<file path="src/rtl/bufgce_div_seq_if.sv">
// Command handshake between the control requester and the divided-clock sequencer.
interface bufgce_div_seq_if;
    logic       req;
    logic [1:0] cmd;
    logic       ack;
    logic       err;

    modport master (output req, output cmd, input ack, input err);
    modport slave  (input req, input cmd, output ack, output err);
endinterface

</file>
<file path="src/rtl/bufgce_div_seq.sv">
// Sequencer for the CE/CLR pins of one divided global clock buffer: starts,
// stops and re-phases the divided clock without runt pulses.
// Optional macro BUFGCE_DIV_SEQ_LOCK_EN adds a LOCKED input; losing PLL lock
// aborts start-up and forces a drain/stop of a running clock.
module bufgce_div_seq #(
    parameter int unsigned CLR_CYCLES    = 4,
    parameter int unsigned SETTLE_CYCLES = 8,
    parameter int unsigned DRAIN_CYCLES  = 8
) (
    input  logic            clk,
    input  logic            rst_n,
`ifdef BUFGCE_DIV_SEQ_LOCK_EN
    input  logic            locked,
`endif
    bufgce_div_seq_if.slave bus,
    output logic            ce_o,
    output logic            clr_o,
    output logic            running,
    output logic            busy
);

    localparam int unsigned CW = 8;

    if (CLR_CYCLES < 1 || CLR_CYCLES > 255) begin : g_bad_clr
        $error("CLR_CYCLES must be in 1..255");
    end
    if (SETTLE_CYCLES < 1 || SETTLE_CYCLES > 255) begin : g_bad_settle
        $error("SETTLE_CYCLES must be in 1..255");
    end
    if (DRAIN_CYCLES < 1 || DRAIN_CYCLES > 255) begin : g_bad_drain
        $error("DRAIN_CYCLES must be in 1..255");
    end

    localparam logic [CW-1:0] CLR_LOAD    = CW'(CLR_CYCLES - 1);
    localparam logic [CW-1:0] SETTLE_LOAD = CW'(SETTLE_CYCLES - 1);
    localparam logic [CW-1:0] DRAIN_LOAD  = CW'(DRAIN_CYCLES - 1);

    localparam logic [1:0] CMD_START  = 2'b01;
    localparam logic [1:0] CMD_STOP   = 2'b10;
    localparam logic [1:0] CMD_RESYNC = 2'b11;

    typedef enum logic [2:0] {
        ST_STOPPED,
        ST_CLR_HOLD,
        ST_SETTLE,
        ST_RUN,
        ST_DRAIN
    } state_t;

    state_t        state_q, state_d;
    logic [CW-1:0] cnt_q, cnt_d;
    logic [1:0]    cmd_q, cmd_d;
    logic          rearm_q, rearm_d;
    logic          active_q, active_d;
    logic          ack_q, ack_d;
    logic          err_q, err_d;
    logic          accept;
    logic          lock_s;

`ifdef BUFGCE_DIV_SEQ_LOCK_EN
    logic [1:0] lock_sync;

    // Two-flop synchroniser for the asynchronous PLL lock indication.
    always_ff @(posedge clk or negedge rst_n) begin
        if (!rst_n) begin
            lock_sync <= 2'b00;
        end else begin
            lock_sync <= {lock_sync[0], locked};
        end
    end

    assign lock_s = lock_sync[1];
`else
    assign lock_s = 1'b1;
`endif

    // Next-state, counter and handshake decode.
    always_comb begin
        state_d  = state_q;
        cnt_d    = cnt_q;
        cmd_d    = cmd_q;
        rearm_d  = rearm_q;
        active_d = active_q;
        ack_d    = 1'b0;
        err_d    = 1'b0;

        if (!bus.req) begin
            rearm_d = 1'b1;
        end

        // A running clock that just lost lock is not open for commands.
        accept = bus.req && rearm_q &&
                 ((state_q == ST_STOPPED) || (state_q == ST_RUN && lock_s));

        unique case (state_q)
            ST_STOPPED: begin
                if (accept) begin
                    rearm_d = 1'b0;
                    cmd_d   = bus.cmd;
                    if (bus.cmd == CMD_START || bus.cmd == CMD_RESYNC) begin
                        if (lock_s) begin
                            state_d  = ST_CLR_HOLD;
                            cnt_d    = CLR_LOAD;
                            active_d = 1'b1;
                        end else begin
                            ack_d = 1'b1;
                            err_d = 1'b1;
                        end
                    end else begin
                        ack_d = 1'b1;
                    end
                end
            end
            ST_CLR_HOLD: begin
                if (!lock_s) begin
                    state_d  = ST_STOPPED;
                    ack_d    = active_q;
                    err_d    = active_q;
                    active_d = 1'b0;
                end else if (cnt_q == '0) begin
                    state_d = ST_SETTLE;
                    cnt_d   = SETTLE_LOAD;
                end else begin
                    cnt_d = cnt_q - CW'(1);
                end
            end
            ST_SETTLE: begin
                if (!lock_s) begin
                    state_d  = ST_STOPPED;
                    ack_d    = active_q;
                    err_d    = active_q;
                    active_d = 1'b0;
                end else if (cnt_q == '0) begin
                    state_d  = ST_RUN;
                    ack_d    = active_q;
                    active_d = 1'b0;
                end else begin
                    cnt_d = cnt_q - CW'(1);
                end
            end
            ST_RUN: begin
                if (!lock_s) begin
                    state_d  = ST_DRAIN;
                    cnt_d    = DRAIN_LOAD;
                    active_d = 1'b0;
                end else if (accept) begin
                    rearm_d = 1'b0;
                    cmd_d   = bus.cmd;
                    if (bus.cmd == CMD_STOP || bus.cmd == CMD_RESYNC) begin
                        state_d  = ST_DRAIN;
                        cnt_d    = DRAIN_LOAD;
                        active_d = 1'b1;
                    end else begin
                        ack_d = 1'b1;
                    end
                end
            end
            ST_DRAIN: begin
                if (cnt_q == '0) begin
                    if (active_q && cmd_q == CMD_RESYNC) begin
                        state_d = ST_CLR_HOLD;
                        cnt_d   = CLR_LOAD;
                    end else begin
                        state_d  = ST_STOPPED;
                        ack_d    = active_q;
                        active_d = 1'b0;
                    end
                end else begin
                    cnt_d = cnt_q - CW'(1);
                end
            end
            default: begin
                state_d = ST_STOPPED;
            end
        endcase
    end

    // State register with outputs registered from the next state.
    always_ff @(posedge clk or negedge rst_n) begin
        if (!rst_n) begin
            state_q  <= ST_STOPPED;
            cnt_q    <= '0;
            cmd_q    <= 2'b00;
            rearm_q  <= 1'b1;
            active_q <= 1'b0;
            ack_q    <= 1'b0;
            err_q    <= 1'b0;
            ce_o     <= 1'b0;
            clr_o    <= 1'b1;
            running  <= 1'b0;
            busy     <= 1'b0;
        end else begin
            state_q  <= state_d;
            cnt_q    <= cnt_d;
            cmd_q    <= cmd_d;
            rearm_q  <= rearm_d;
            active_q <= active_d;
            ack_q    <= ack_d;
            err_q    <= err_d;
            ce_o     <= (state_d == ST_RUN);
            clr_o    <= (state_d == ST_STOPPED) || (state_d == ST_CLR_HOLD);
            running  <= (state_d == ST_RUN);
            busy     <= (state_d == ST_CLR_HOLD) || (state_d == ST_SETTLE) ||
                        (state_d == ST_DRAIN);
        end
    end

    assign bus.ack = ack_q;
    assign bus.err = err_q;

endmodule

</file>
<file path="src/flat_wrapper.sv">
// flat-port wrapper written by rule: the top's interface ports become plain ports
module bufgce_div_seq_flat 
#(
    parameter int unsigned CLR_CYCLES    = 4,
    parameter int unsigned SETTLE_CYCLES = 8,
    parameter int unsigned DRAIN_CYCLES  = 8
)
  (clk, rst_n, ce_o, clr_o, running, busy, bus_req, bus_cmd, bus_ack, bus_err);
  bufgce_div_seq_if bus_i ();
  input  logic clk;
  input  logic rst_n;
  output logic ce_o;
  output logic clr_o;
  output logic running;
  output logic busy;
  input wire logic [$bits(bus_i.req)-1:0] bus_req;
  input wire logic [$bits(bus_i.cmd)-1:0] bus_cmd;
  output wire logic [$bits(bus_i.ack)-1:0] bus_ack;
  output wire logic [$bits(bus_i.err)-1:0] bus_err;
  assign bus_i.req = bus_req;
  assign bus_i.cmd = bus_cmd;
  assign bus_ack = bus_i.ack;
  assign bus_err = bus_i.err;
  bufgce_div_seq #(.CLR_CYCLES(CLR_CYCLES), .SETTLE_CYCLES(SETTLE_CYCLES), .DRAIN_CYCLES(DRAIN_CYCLES)) u_core (.clk(clk), .rst_n(rst_n), .bus(bus_i), .ce_o(ce_o), .clr_o(clr_o), .running(running), .busy(busy));
endmodule
</file>
<file path="config.mk">
export PLATFORM = sky130hd
export DESIGN_NAME = bufgce_div_seq_flat
export DESIGN_NICKNAME = d
export VERILOG_FILES = /design/src/rtl/bufgce_div_seq_if.sv /design/src/rtl/bufgce_div_seq.sv /design/src/flat_wrapper.sv
export SDC_FILE = /design/constraint.sdc
export NUM_CORES = 1
export LEC_CHECK = 0
export CAP_MARGIN = 10
export CORE_AREA = 2 2 57 59
export CTS_BUF_LIST = sky130_fd_sc_hd__clkbuf_4
export CTS_CLUSTER_DIAMETER = 50
export CTS_CLUSTER_SIZE = 40
export DETAILED_ROUTE_END_ITERATION = 8
export DIE_AREA = 0 0 59 61
export PLACE_DENSITY = 0.67
export RECOVER_POWER = 25
export SETUP_SLACK_MARGIN = 0.05
export SLEW_MARGIN = 20
export SYNTH_ARGS = -nofsm -noshare
export SYNTH_HDL_FRONTEND = slang
export SYNTH_SLANG_ARGS = --single-unit
</file>
<file path="constraint.sdc">
create_clock -name clk -period 4.7 [get_ports clk]
set_input_delay 0.47 -clock clk [delete_from_list [all_inputs] [get_ports clk]]
set_output_delay 0.47 -clock clk [all_outputs]
set_load 0.01 [all_outputs]
</file>
==> results of run 1 <==
[cell usage after synthesis (all sizes together) (3+ instances only)]
| cell type | number |
|---|---|
| a21oi | 7 |
| a22o | 5 |
| buf | 5 |
| clkbuf | 3 |
| dfrtp | 17 |
| inv | 4 |
| mux2 | 3 |
| nand2 | 10 |
| nor2 | 16 |
| nor2b | 5 |
| nor3 | 7 |
| nor4 | 3 |
| o21ai | 7 |
| o22ai | 5 |
| or3 | 3 |
[placed cells by master, fill, tap and decap left out, types with 2 or more instances in the layout]
cell	netlist	routed
dfrtp_1	17	17
nor3_1	7	7
nor2b_1	5	5
nand3b_1	2	2
or3_1	3	3
clkbuf_4	0	4
nor2_1	16	16
o21ai_0	7	7
nand2b_1	2	2
a21oi_1	6	6
o22ai_1	5	5
mux2_2	2	2
o31ai_1	2	2
clkdlybuf4s50_1	0	8
inv_1	4	4
nor4_1	2	2
nand4_1	2	2
a22o_1	5	5
nand2_1	10	10
ha_1	2	2
dfstp_2	2	2
[per-layer routing]
layer  GRT usage  vias to the layer above
li1            -                      467
met1       0.175                      440
met2       0.238                       14
met3      0.0320                        4
met4      0.0584                        0
met5           0                        -
[layout make-up]
type | count | share of cell area
Clock buffer | 4 | 0.0239
Sequential cell | 19 | 0.380
Multi-Input combinational cell | 96 | 0.479
Inverter | 4 | 0.0120
Tap cell | 33 | 0.0329
Timing Repair Buffer | 9 | 0.0717
[sequential cells by signal (all words and copies together), names as in the netlist]
name	cells
u_core.cnt_q	8
u_core.state_q	3
u_core.cmd_q	2
u_core.active_q	1
u_core.bus.ack	1
u_core.busy	1
u_core.ce_o	1
u_core.clr_o	1
u_core.rearm_q	1
[cell families (layout without fill, tap and decap cells)]
logic type	count (synthesis)	in the layout	synth area share
compound gates	31	31	0.180
buf+inv	12	17	0.0599
simple gates	58	58	0.279
flops	19	19	0.416
xor+xnor	1	1	0.00763
fa+ha+maj	2	2	0.0218
other cells	1	1	0.00326
mux	3	3	0.0327
[worst max path at each step]
| stage | startpoint | endpoint | slack [ps] | cells after the start |
|---|---|---|---|---|
| 5_1_grt | u_core.cnt_q[0] | u_core.cnt_q[5] | 1840 | 7 |
| 6_report | u_core.cnt_q[0] | u_core.cnt_q[4] | 2110 | 7 |
| 3_3_place_gp | bus_req | u_core.cnt_q[2] | 2100 | 6 |
| 3_5_place_dp | bus_req | u_core.cnt_q[2] | 2080 | 6 |
| 2_1_floorplan | u_core.cnt_q[0] | u_core.cnt_q[2] | 2390 | 9 |
| 4_1_cts | u_core.cnt_q[0] | u_core.cnt_q[5] | 2140 | 7 |
[critical path, delay by kind of cell, from the launching register on]
kind	cells	cell delay [ps]
AOI/OAI and AO/OA	3	1240
adders and majority gates	1	140
buffers and inverters	1	100
DFF	1	430
and+or+nand+nor	2	580
[report_power, final]
group / switching, W / internal, W
clock: 0.0000474 / 0.0000389
combinational: 0.000198 / 0.000189
sequential: 0.0000921 / 0.000230
total: 0.000337 / 0.000458
[through the flow]
stage                      util  worst slack (ps)  cell area, um^2  hold slack, ps
after floorplan               -              2390             1150             174
after global placement    0.415              2100             1230             483
after detailed placement  0.415              2080             1230             485
after CTS                 0.425              2140             1260             500
after global routing      0.425              1840             1260             551
final                     0.425              2110             1260             500
==> metrics.yaml, run 1 <==
status: "finished, final reports clean"
finalHoldViolCount: 0
multi_input_area_um2: 602
synth_top_area_cell: "dfrtp_1"
hold_path_end: "u_core.rearm_q"
r2r-end: "u_core.cnt_q[4]"
synth.distinct_cells: 41
worst_pin_slew_ps: 832
instances_no_fill: 165
cts.sinks: 19
ctsHoldBuffers: 0
die-height_um: 61
ir_drop_uv: 260
cp_max_fo: 8
drv_slew: 0
synthToLayoutAreaGrowth_pct: 9.37
final_nets: 140
first_pass_iters: 4
r2r_setup_slack_ps: 2110
clk_latency_ps: 300
clock.fmax_mhz: 385
worstRegToRegCells: 7
regArea_um2: 478
syn_inst: 127
post-dp-hpwl_um: 1640
netlist_area_um2: 1150
core_area_um2: 2950
yosysTopAreaCellShare: 0.370
p_per_area_nw_per_um2: 633
grt_max_degree: 20
met2_length_um: 1090
grt_pass1_wl_um: 3830
cts_htree_levels: 1
async_flop_share: 1.00
drt-total-wl_um: 2310
setup_viol_count_final: 0
antenna_found_initial: 0
grt_overflow: 0
final.setup_skew_ps: 7.69
start_util: 0.389
route.detailed.drc: 0
hold_class: "flop to flop"
hp-start: "u_core.rearm_q"
synth_seq_cells: 19
drt_iter0_drc: 27
placedCellCount: 161
fin_tns_setup_ps: 0
die_x_um: 59
vias: 925
detail-route-antenna-nets: 0
postCtsSetupBuffers: 0
synth_nets: 134
cts_tree: "yes"
fill_cells: 300
wl_met1_um: 1100
cp.arrival_ps: 2780
worst-setup-path-type: "flop to flop"
numPortBuffers: 9
cpMaxStageDelayCell: "a211oi_1"
synth_area_leaders: "dfrtp_1, nor2_1, dfstp_2, a22o_1, nand2_1"
antenna_cells: 0
drive_above_1_share: 0.106
hold_depth: 2
grt_pass1_vias: 858
power.leakage_nw: 0.553
synth_area_per_cell_um2: 9.04
gp_congestion: 0.803
cts_root_buf: "clkbuf_4"
fp.dieArea_um2: 3600
slew_headroom: 0.442
synthFlopType: "dfrtp_1"
r2r-start: "u_core.cnt_q[0]"
viasPerCell: 5.61
maxCapViolations: 0
clkTransAtPathRegs_ps: 100
post-route-min-period_ps: 2590
total_power_w: 0.000795
yosysSeqAreaShare: 0.416
grtUsageTotal: 0.141
io_pins: 11
top_layer_used: "met4"
ctsResizeCount: 0
crit_chain: "inv_1, ha_1, nor3b_1, nand2_1, a211oi_1, o22ai_1, a22o_1"
crit_path_end_kind: "flop"
synth-edff-count: 0
rsz0062_at_grt: "no"
start_kind: "flop"
ys.warnings.count: 0
period_share: 0.552
crit_required_ps: 4890
cts_made_buffers: 3
routed-wl-met3_um: 76
cts_buffer_depth: 2
slowest_delay_ps: 720
placement_rows: 20
post_drt_wl_per_cell_um: 14.0
Note: power is estimated with default switching activity, not from simulation.
==> inputs of run 2 (changes only) <==
--- a/config.mk
+++ b/config.mk
@@ -12,7 +12,7 @@
 export CTS_CLUSTER_SIZE = 40
 export DETAILED_ROUTE_END_ITERATION = 8
 export DIE_AREA = 0 0 59 61
-export PLACE_DENSITY = 0.67
+export PLACE_DENSITY = 0.69
 export RECOVER_POWER = 25
 export SETUP_SLACK_MARGIN = 0.05
 export SLEW_MARGIN = 20
==> constraint.sdc (replaced) <==
create_clock -name clk -period 2.2 [get_ports clk]
set_input_delay 0.22 -clock clk [delete_from_list [all_inputs] [get_ports clk]]
set_output_delay 0.22 -clock clk [all_outputs]
set_load 0.01 [all_outputs]
==> run 2 against run 1 <==
Non-clock buffer count increased by 22. Critical path depth increased by 1. Worst hold slack improved by 10 ps. Highest routed layer unchanged. Sequential cell count unchanged. Core utilization increased by 6.4 points. Sequential power increased by 91%. Combinational power increased to 3.0 times the previous value. Cell count increased by 13%. Critical path type unchanged. Critical endpoint is now u_core.cnt_q[3]. Wire length increased by 12%. Die area unchanged. Global-route usage increased by 1.3 points.
==> metrics.yaml, run 2 (same netlist as run 1, synthesis figures left out) <==
cts.sinks: 19  # unchanged
largest_register_ff_count: 8  # unchanged
p_per_area_nw_per_um2: 1380  # +120%
reg_top3: "u_core.cnt_q x8, u_core.state_q x3, u_core.cmd_q x2"
power.leakage_nw: 0.661  # +19%
die_x_um: 59  # unchanged
antenna_found_initial: 0  # unchanged
clkTransAtPathRegs_ps: 110  # about the same
crit_path_end_kind: "flop"
post-dp-hpwl_um: 2030  # +24%
clock.fmax_mhz: 479  # +24%
drv_slew: 0  # unchanged
r2r_setup_slack_ps: 110  # -1990 ps
maxCapViolations: 0  # unchanged
drt_iter0_drc: 39  # +44%
io_pins: 11  # unchanged
slew_headroom: 0.328  # -0.114
setup_slack_ps: 114  # -1990 ps
cp.arrival_ps: 2270  # -510 ps
r2r-start: "u_core.cnt_q[0]"
multi_input_area_um2: 628  # +4.4%
placed_area_um2: 1390  # +13%
cts_buffer_depth: 2  # unchanged
cts_root_buf: "clkbuf_4"
status: "finished, final reports clean"
route.detailed.drc: 0  # unchanged
finalHoldViolCount: 0  # unchanged
crit_required_ps: 2380  # -2510 ps
r2r-end: "u_core.cnt_q[3]"
top_register: "u_core.cnt_q"
antenna_cells: 0  # unchanged
stdcell_area_um2: 1440  # +15%
vias: 1018  # +10%
final_nets: 162  # +16%
fill_cells: 296  # -1.3%
drive_above_1_share: 0.260  # +0.154
period_share: 0.948  # +0.396
placement_rows: 20  # unchanged
hp-start: "u_core.rearm_q"
cts_made_buffers: 3  # unchanged
setup_viol_count_final: 0  # unchanged
grt_pass1_vias: 935  # +9.0%
hold_class: "flop to flop"
grt_overflow: 0  # unchanged
start_util: 0.389  # unchanged
hold_depth: 2  # unchanged
core_area_um2: 2950  # unchanged
final.setup_skew_ps: 11.6  # +3.93 ps
worstRegToRegCells: 8  # +1
first_pass_iters: 4  # unchanged
rsz0062_at_grt: "yes"
detail-route-antenna-nets: 0  # unchanged
post_drt_wl_per_cell_um: 13.8  # -1.1%
fp.dieArea_um2: 3600  # unchanged
regArea_um2: 478  # unchanged
whs_ps: 510  # +10.5 ps
fin_tns_setup_ps: 0  # unchanged
cp_max_fo: 8  # unchanged
clk_latency_ps: 300  # about the same
cts_tree: "yes"
cts_htree_levels: 1  # unchanged
final_cell_mix: "buf_4, dfrtp_1, nor2_1"
worst-setup-path-type: "flop to flop"
ir_drop_uv: 602  # +130%
hold_path_end: "u_core.rearm_q"
grt_max_degree: 20  # unchanged
synthToLayoutAreaGrowth_pct: 25.7
worst_pin_slew_ps: 1010  # +176 ps
post-route-min-period_ps: 2090  # -508 ps
die-height_um: 61  # unchanged
viasPerCell: 5.44  # -2.9%
final_common_cell: "buf_4"
gp_congestion: 0.887  # +11%
numPortBuffers: 9  # unchanged
start_kind: "flop"
grt_pass1_wl_um: 4170  # +8.8%
pre_cts_ws_ps: 29.8  # -2050 ps
grtUsageTotal: 0.154  # +0.0125
drt-total-wl_um: 2590  # +12%
[run 2: stage by stage]
step	total power, W	util	std cells
5_1_grt	0.00213	0.489	187
3_3_place_gp	0.00171	0.470	181
4_1_cts	0.00195	0.482	185
6_report	0.00199	0.489	187
2_1_floorplan	0.00136	-	127
3_5_place_dp	0.00175	0.470	181
[run 2: worst max path at each step]
stage / cells after the start / slack (ps) / startpoint / end
after global routing: 8 / 30 / u_core.cnt_q[0] / u_core.cnt_q[3]
after global placement: 6 / 80 / bus_req / u_core.cnt_q[2]
after detailed placement: 6 / 30 / u_core.cnt_q[4] / u_core.cnt_q[4]
after floorplan: 9 / 40 / u_core.cnt_q[0] / u_core.cnt_q[2]
final: 8 / 110 / u_core.cnt_q[0] / u_core.cnt_q[3]
after CTS: 6 / 60 / u_core.cnt_q[3] / u_core.cnt_q[5]
[run 2: timing repair]
action / CTS / global route
setup endpoints to repair: 6 / 7
pin swaps: 1 / 2
gates resized for setup: 1 / 4
setup buffers: 0 / 2
hold buffers: 0 / 0
[run 2: where the power goes]
part	switching, W	internal (W)
registers	0.000122	0.000493
clock network	0.000107	0.0000829
logic	0.000571	0.000610
[run 2: metal layers]
layer | part of all wire | routed length, um | GRT usage | up-vias
met5 | 0 | 0 | 0 | -
met4 | 0.0046 | 12 | 0.0487 | 0
met3 | 0.029 | 74 | 0.0256 | 2
met2 | 0.49 | 1260 | 0.268 | 17
met1 | 0.48 | 1240 | 0.195 | 491
li1 | - | - | - | 508
[run 2: final cells by class]
| type | instances | share of cell area |
|---|---|---|
| Tap cell | 33 | 0.0286 |
| Multi-Input combinational cell | 96 | 0.435 |
| Sequential cell | 19 | 0.331 |
| Clock buffer | 4 | 0.0208 |
| Timing Repair Buffer | 31 | 0.174 |
| Inverter | 4 | 0.0104 |
[run 2: worst max-delay path, stage by stage (launching register included)]
cell and delay (ps):
dfrtp_1 360, inv_1 60, ha_1 190, nor3b_4 160, and4_4 190, or3_4 430, buf_4 150, o21ba_2 230
a22o_1 210
